`src/rtl/elastic_buffer_n.sv`:
```
// ----------------------------------------------------------------------------
// elastic_buffer_n
//
// DEPTH-entry elastic buffer on a valid/ready stream. ready_in is derived from
// registered state (plus the synchronous reset/flush controls), so there is
// no combinational path from ready_out back to ready_in.
//
// Handshake: a transfer happens on an interface in any cycle where both its
// valid and ready are high at the rising edge of clk
// (push = valid_in & ready_in, pop = valid_out & ready_out). valid_out never
// depends on ready_out, and data_out is held stable while valid_out is high
// and not popped.
//
// Parameters:
//   DATA_W    payload width in bits
//   DEPTH     number of storage entries (2..256, any value)
//   AF_THRESH almost_full asserts when count >= AF_THRESH (1..DEPTH)
//   BYPASS    1 = empty buffer passes input straight to output
//
// Ports:
//   clk, reset      single clock, synchronous active-high reset
//   flush_in        synchronous discard of all stored entries
//   valid_in, ready_in, data_in     upstream side
//   valid_out, ready_out, data_out  downstream side
//   count, full, almost_full        occupancy reporting
//   write_en, read_en               debug strobes for storage write / removal
// ----------------------------------------------------------------------------
module elastic_buffer_n #(
    parameter int DATA_W    = 8,
    parameter int DEPTH     = 4,
    parameter int AF_THRESH = DEPTH - 1,
    parameter int BYPASS    = 0
) (
    input  logic                       clk,
    input  logic                       reset,
    input  logic                       flush_in,
    input  logic                       valid_in,
    output logic                       ready_in,
    input  logic [DATA_W-1:0]          data_in,
    output logic                       valid_out,
    input  logic                       ready_out,
    output logic [DATA_W-1:0]          data_out,
    output logic [$clog2(DEPTH+1)-1:0] count,
    output logic                       full,
    output logic                       almost_full,
    output logic                       write_en,
    output logic                       read_en
);

    localparam int CNT_W = $clog2(DEPTH + 1);
    localparam int PTR_W = $clog2(DEPTH);

    localparam logic [CNT_W-1:0] C_DEPTH     = CNT_W'(DEPTH);
    localparam logic [CNT_W-1:0] C_AF_THRESH = CNT_W'(AF_THRESH);
    localparam logic [CNT_W-1:0] C_CNT_ONE   = CNT_W'(1);
    localparam logic [PTR_W-1:0] C_PTR_LAST  = PTR_W'(DEPTH - 1);
    localparam logic [PTR_W-1:0] C_PTR_ONE   = PTR_W'(1);
    localparam logic             C_BYPASS    = (BYPASS != 0);

    logic [DATA_W-1:0] r_mem [DEPTH];
    logic [PTR_W-1:0]  r_rd_ptr;
    logic [PTR_W-1:0]  r_wr_ptr;
    logic [CNT_W-1:0]  r_count;

    logic              w_empty;
    logic              w_full;
    logic              w_ready;
    logic              w_valid;
    logic              w_push;
    logic              w_pop;
    logic              w_bypass_xfer;
    logic              w_write;
    logic              w_read;
    logic [DATA_W-1:0] w_data;

    assign w_empty = (r_count == '0);
    assign w_full  = (r_count == C_DEPTH);

    // Only registered occupancy and the synchronous controls feed ready_in.
    assign w_ready = !w_full && !flush_in && !reset;

    // When empty and bypassing, the upstream valid is presented directly.
    assign w_valid = !reset && !flush_in &&
                     (!w_empty || (C_BYPASS && valid_in));

    assign w_push = valid_in && w_ready;
    assign w_pop  = w_valid && ready_out;

    // An empty bypass buffer whose input is consumed in the same cycle
    // never touches storage.
    assign w_bypass_xfer = C_BYPASS && w_empty && w_push && w_pop;

    assign w_write = w_push && !w_bypass_xfer;
    assign w_read  = w_pop && !w_empty;

    // data_out is zeroed whenever nothing valid is presented.
    always_comb begin
        w_data = '0;
        if (w_valid) begin
            if (w_empty) begin
                w_data = data_in;
            end else begin
                w_data = r_mem[r_rd_ptr];
            end
        end
    end

    // Storage array carries no reset; only entries below count are observable.
    always_ff @(posedge clk) begin
        if (w_write) begin
            r_mem[r_wr_ptr] <= data_in;
        end
    end

    always_ff @(posedge clk) begin
        if (reset) begin
            r_rd_ptr <= '0;
            r_wr_ptr <= '0;
            r_count  <= '0;
        end else if (flush_in) begin
            r_rd_ptr <= '0;
            r_wr_ptr <= '0;
            r_count  <= '0;
        end else begin
            // Explicit wrap so non-power-of-two depths work.
            if (w_write) begin
                if (r_wr_ptr == C_PTR_LAST) begin
                    r_wr_ptr <= '0;
                end else begin
                    r_wr_ptr <= r_wr_ptr + C_PTR_ONE;
                end
            end
            if (w_read) begin
                if (r_rd_ptr == C_PTR_LAST) begin
                    r_rd_ptr <= '0;
                end else begin
                    r_rd_ptr <= r_rd_ptr + C_PTR_ONE;
                end
            end
            if (w_write && !w_read) begin
                r_count <= r_count + C_CNT_ONE;
            end else if (w_read && !w_write) begin
                r_count <= r_count - C_CNT_ONE;
            end
        end
    end

    assign ready_in    = w_ready;
    assign valid_out   = w_valid;
    assign data_out    = w_data;
    assign count       = r_count;
    assign full        = w_full;
    assign almost_full = (r_count >= C_AF_THRESH);
    assign write_en    = w_write;
    assign read_en     = w_read;

endmodule

```
`config.mk`:
```
export PLATFORM = sky130hd
export DESIGN_NAME = elastic_buffer_n
export DESIGN_NICKNAME = d
export VERILOG_FILES = /design/src/rtl/elastic_buffer_n.sv
export SDC_FILE = /design/constraint.sdc
export NUM_CORES = 1
export LEC_CHECK = 0
export CAP_MARGIN = 30
export CORE_MARGIN = 1.5
export CORE_UTILIZATION = 50
export CTS_CLUSTER_DIAMETER = 30
export DETAILED_ROUTE_END_ITERATION = 10
export PLACE_DENSITY_LB_ADDON = 0.15
export SYNTH_ARGS = -nofsm -noshare
export SYNTH_HDL_FRONTEND = slang
export SYNTH_SLANG_ARGS = --single-unit
```
`constraint.sdc`:
```
create_clock -name clk -period 3.4 [get_ports clk]
set_clock_uncertainty 0.05 [all_clocks]
set_input_delay 0.51 -clock clk [delete_from_list [all_inputs] [get_ports clk]]
set_output_delay 0.51 -clock clk [all_outputs]
set_load 0.02 [all_outputs]
```
Yosys cells after proc, flatten, opt, wreduce, memory -nomap -nowiden
Memories as Yosys holds them, arrays and structs flattened. A register that Yosys moved wholly into a read port is not among the register bits.
Index checks and enable logic that the tools add are counted.
- add/sub/neg operators: 4
- order comparisons: 1
- equality and inequality tests: 3
- multiplexer cells: 10
- reduce and logical (&&, ||, !) cells: 18
- operator list (operator ; count):
    $mux W8 ; 2
    $logic_and A1 B1 Y1 ; 9
    $mux W2 ; 4
    $logic_not A1 Y1 ; 6
    $mux W3 ; 2
    $add A2 B1 Y2 const B ; 2
    $eq A2 B2 Y1 const B ; 2
    $add A3 B1 Y3 const B ; 1
    $eq A3 B3 Y1 const B ; 1
    $ge A3 B2 Y1 const B ; 1
    $logic_not A3 Y1 ; 1
    $sub A3 B1 Y3 const B ; 1
    $mux W1 ; 2
    $reduce_bool A2 Y1 ; 1
    $reduce_or A2 Y1 ; 1
- register bits: 7
- memory bits (writable): 32
- memories: 1
- memory list (memory ; words ; bits a word ; read ports ; clocked after Yosys merged registers in ; wr ports ; RTL line ; RTL):
    r_mem ; 4 ; 8 ; 1 ; 1 ; 1 ; 60 ; logic [DATA_W-1:0] r_mem [DEPTH];

Depth between registers and ports, before layout
- depth after elaboration: 9
- depth in mapped cells: 9
- gate-level depth less buffers: 8

Worst setup path before layout
OpenSTA, ideal clock, no wires.
- kind: input to register
- from: input flush_in
- to: register r_count[2], in the netlist count[2]
- arrival time: 2.500 ns
- required time: 3.279 ns
- setup slack: 0.779 ns
- stages: 8
- path buffers: 0
- path through: nor3b_1 and2_4 ha_1 inv_1 fa_1 xor2_1 or3_2 a21oi_1
- elaborated cells between the ends (all ways): 15
- classes of those cells: mux: 1; reduce/logical: 14
- RTL lines (element ; RTL line ; RTL):
    start, declared ; 36 ; input logic flush_in,
    $logic_not A1 Y1 * ; 80 ; assign w_ready = !w_full && !flush_in && !reset;
    $logic_and A1 B1 Y1 * (2 in a row) ; 80 ;
    $logic_and A1 B1 Y1 * ; 86 ; assign w_push = valid_in && w_ready;
    named net write_en ; 46 ; output logic write_en,
    $logic_not A1 Y1 ; 142 ; end else if (w_read && !w_write) begin
    $logic_and A1 B1 Y1 ; 142 ;
    $reduce_bool A2 Y1 (no line) ; -- ;
    end signal, assigned ; 141 ; r_count <= r_count + C_CNT_ONE;
    end signal, assigned ; 143 ; r_count <= r_count - C_CNT_ONE;
    end, declared ; 63 ; logic [CNT_W-1:0] r_count;
Mark *: on every way through the listed nets, which the timed path passes. The rest lies on a longest branch.
A chain may end at the register's enable or synchronous reset.

==> out/results.tsv <==
stage	metric	value	unit
worst_setup_path	Setup crit end kind	output port	
clocking	htree depth	2	
sta	Final Cycle Share	0.855	
sta	final setup margin	0.495	ns
sta	highest attainable clock frequency	0.344	GHz
route	initial DRC count	19	
worst_setup_path	CP Data Required Time	2.84	ns
synth	synthesized flop and latch total	41	
hold_path	min-delay src	r_rd_ptr[1]	
synth	synth unique cells	27	
worst_setup_path	Max FO, Critical Path	8	
sta	Slew @ Worst Pin	0.557	ns
placement	port bufs	29	
pwr	static leakage	0.816	nW
sta	RSZ-0062 raised after global routing	false	
clocking	post-CTS sizing	0	
grt	gr usage total	0.179	
cells_and_area	Cell Count, Final, Fillers Out	188	
route	Routed WL	3100	um
synth	number of synthesized flops with an enable pin	32	
floorplanning	# rows	21	
sta	Max Slew Vio Count	0	
route	drt wl/cell	16.5	um
placement	DP Worst Slack	0.446	ns
pwr	PwrDens	414	mW/mm^2
synth	Syn Std Cell Area	0.00177	sq mm
synth	Area contributors post-synth	edfxtp_1, dfxtp_1, mux4_2	
route	Antenna Violating Nets Remaining	0	
hold_path	worst min-delay path class	reg2reg	
sta	setup_tns	0	ns
worst_setup_path	crit path DAT	2.35	ns
synth	area leader, netlist	edfxtp_1	
sta	Final min period	2.91	ns
synth	Most used DFF post-synth	edfxtp_1	
worst_setup_path	CP startpoint kind	flop	
route	Via Count	995	
floorplanning	I/O Pins	30	
placement	DP HPWL	2150	um
synth	top-area cell type share of the netlist area	0.544	
clocking	post-CTS setup buffers	0	
cells_and_area	share of cells above drive strength 1	0.211	
grt	largest net degree at the start of global routing	13	
synth	post-synthesis sequential area ratio	0.646	
floorplanning	Die Height	62.4	um
clocking	Clock Latency Late Sink	0.35	ns
synth	Avg Cell Area, Syn	16.2	sq um
cells_and_area	Finished Cell Area	0.00217	sq mm
clocking	CTS buffer count	5	
placement	placed cell area	0.00210	sq mm
grt	vias in the first global route	1029	
clocking	clock slew at reported path FFs	0.11	ns
grt	Remaining Overflow, GRT	0	
run	Max-Cap Viols	0	
sta	Final setup viols	0	
grt	first-pass GRT wire length	5040	um
cells_and_area	diodes inserted	0	
synth	share of flip-flops with an asynchronous set or reset	0	
clocking	clk root buf	clkbuf_4	
clocking	CTS Hold Bufs	0	
placement	gp weighted congestion	0.763	
cells_and_area	fin nets	161	
floorplanning	Initial Util	0.525	
worst_setup_path	worst r2r dst	count[2]	
route	routed vias/inst	5.29	
placement	DP Cell Count	180	
worst_setup_path	worst reg2reg startpoint	count[0]	
worst_setup_path	CP Class	reg2out	
floorplanning	Core Footprint	0.00336	sq mm
clocking	CTS max path bufs	2	
synth	Mapped Cells	109	
cells_and_area	Area growth syn-to-layout	22.7	%
route	first drt pass iteration count	4	
floorplanning	Die ar.	0.00390	sq mm
floorplanning	die width	62.4	um
hold_path	WHS Path Cells	2	
clocking	clock sinks	41	
sta	final hold slack	0.454	ns
route	detailed-route DRC error count	0	
worst_setup_path	reg2reg setup slack	0.72	ns
grt	initial antenna violation count	0	
outcome	status	complete, no violations	
sta	Final Hold Vio Count	0	
synth	yosys warns	0	
sta	Slew headroom	0.628	
hold_path	hold endpoint	r_rd_ptr[1]	
pwr	VDD IR max	261	uV
synth	syn nets	129	
worst_setup_path	reg2reg path depth	8	
clocking	CTS tree	built	
-- cell type report --
| class | count | area [sq um] |
|---|---|---|
| clock buffers | 7 | 65.1 |
| clock inverters | 1 | 5.00 |
| fillers | 276 | 1200 |
| inverters | 7 | 26.3 |
| multi-input cells | 55 | 566 |
| flip-flops and latches | 41 | 1140 |
| well taps | 46 | 57.6 |
| repair buffers | 31 | 305 |
-- placed cells by master (no fill, tap or decap), types with 2 or more instances in the layout --
cell             count
mux2i_1              3
edfxtp_1            32
clkdlybuf4s50_1     29
clkbuf_4             5
or2_2                2
nand2_1              3
xor2_1               2
buf_4                2
ha_1                 6
mux4_2               8
dfxtp_1              9
o31ai_4              2
and3_2               4
clkbuf_8             2
and3_1               8
nor2_1               5
inv_1                7
nand3_1              2
-- where the power goes --
part | total [W] | internal (W) | switching (W)
sequential | 0.000551 | 0.000546 | 0.00000480
clock | 0.000275 | 0.000120 | 0.000155
combinational | 0.0000697 | 0.0000357 | 0.0000340
total | 0.000896 | 0.000702 | 0.000194
-- cell usage after synthesis (2+ instances only) --
cell / number
o31ai_4: 2
nand3_1: 2
buf_2: 2
nand2_1: 3
nor2_1: 5
clkbuf_1: 3
edfxtp_1: 32
and3_2: 4
mux4_2: 8
dfxtp_1: 9
inv_1: 7
mux2i_1: 3
and3_1: 8
or2_2: 2
xor2_1: 2
ha_1: 6
-- cell families after synthesis --
| family | share of synthesized area |
|---|---|
| buf+inv | 0.0333 |
| compound gates | 0.0347 |
| simple gates | 0.103 |
| xor+xnor | 0.00992 |
| fa+ha+maj | 0.0539 |
| flops | 0.646 |
| mux | 0.119 |
-- through the flow --
step,total power [W],util
floorplan,0.000597,-
global placement,0.000629,0.623
detailed placement,0.000632,0.623
CTS,0.000906,0.644
global route,0.000930,0.644
finish,0.000896,0.644
-- how the worst max path moves through the flow --
stage,startpoint,to,slack [ns],depth (start not counted)
floorplan,flush_in,count[2],0.78,8
global placement,flush_in,count[2],0.54,9
detailed placement,flush_in,count[2],0.45,9
CTS,flop,data_out[0],0.42,3
global route,flop,data_out[1],0.36,3
finish,flop,data_out[0],0.49,3
-- worst max-delay path, cell delays in order, from the launching register on --
cell	delay, ns
dfxtp_1	0.69
mux4_2	0.56
and3_1	0.20
clkdlybuf4s50_1	0.54
-- state kept, by name, indices dropped and copies added, names as in the netlist, named ones only --
name / flops
count: 3
r_mem: 32
r_rd_ptr: 2
r_wr_ptr: 2
-- layer usage --
metal	GRT usage	vias to the layer above	wire length, um	part of all wire
met4	0.0806	0	65	0.021
met2	0.285	29	1490	0.48
li1	-	474	-	-
met1	0.218	486	1330	0.43
met5	0	-	0	0
met3	0.0685	6	211	0.068
Note: power is estimated with default switching activity, not from simulation.
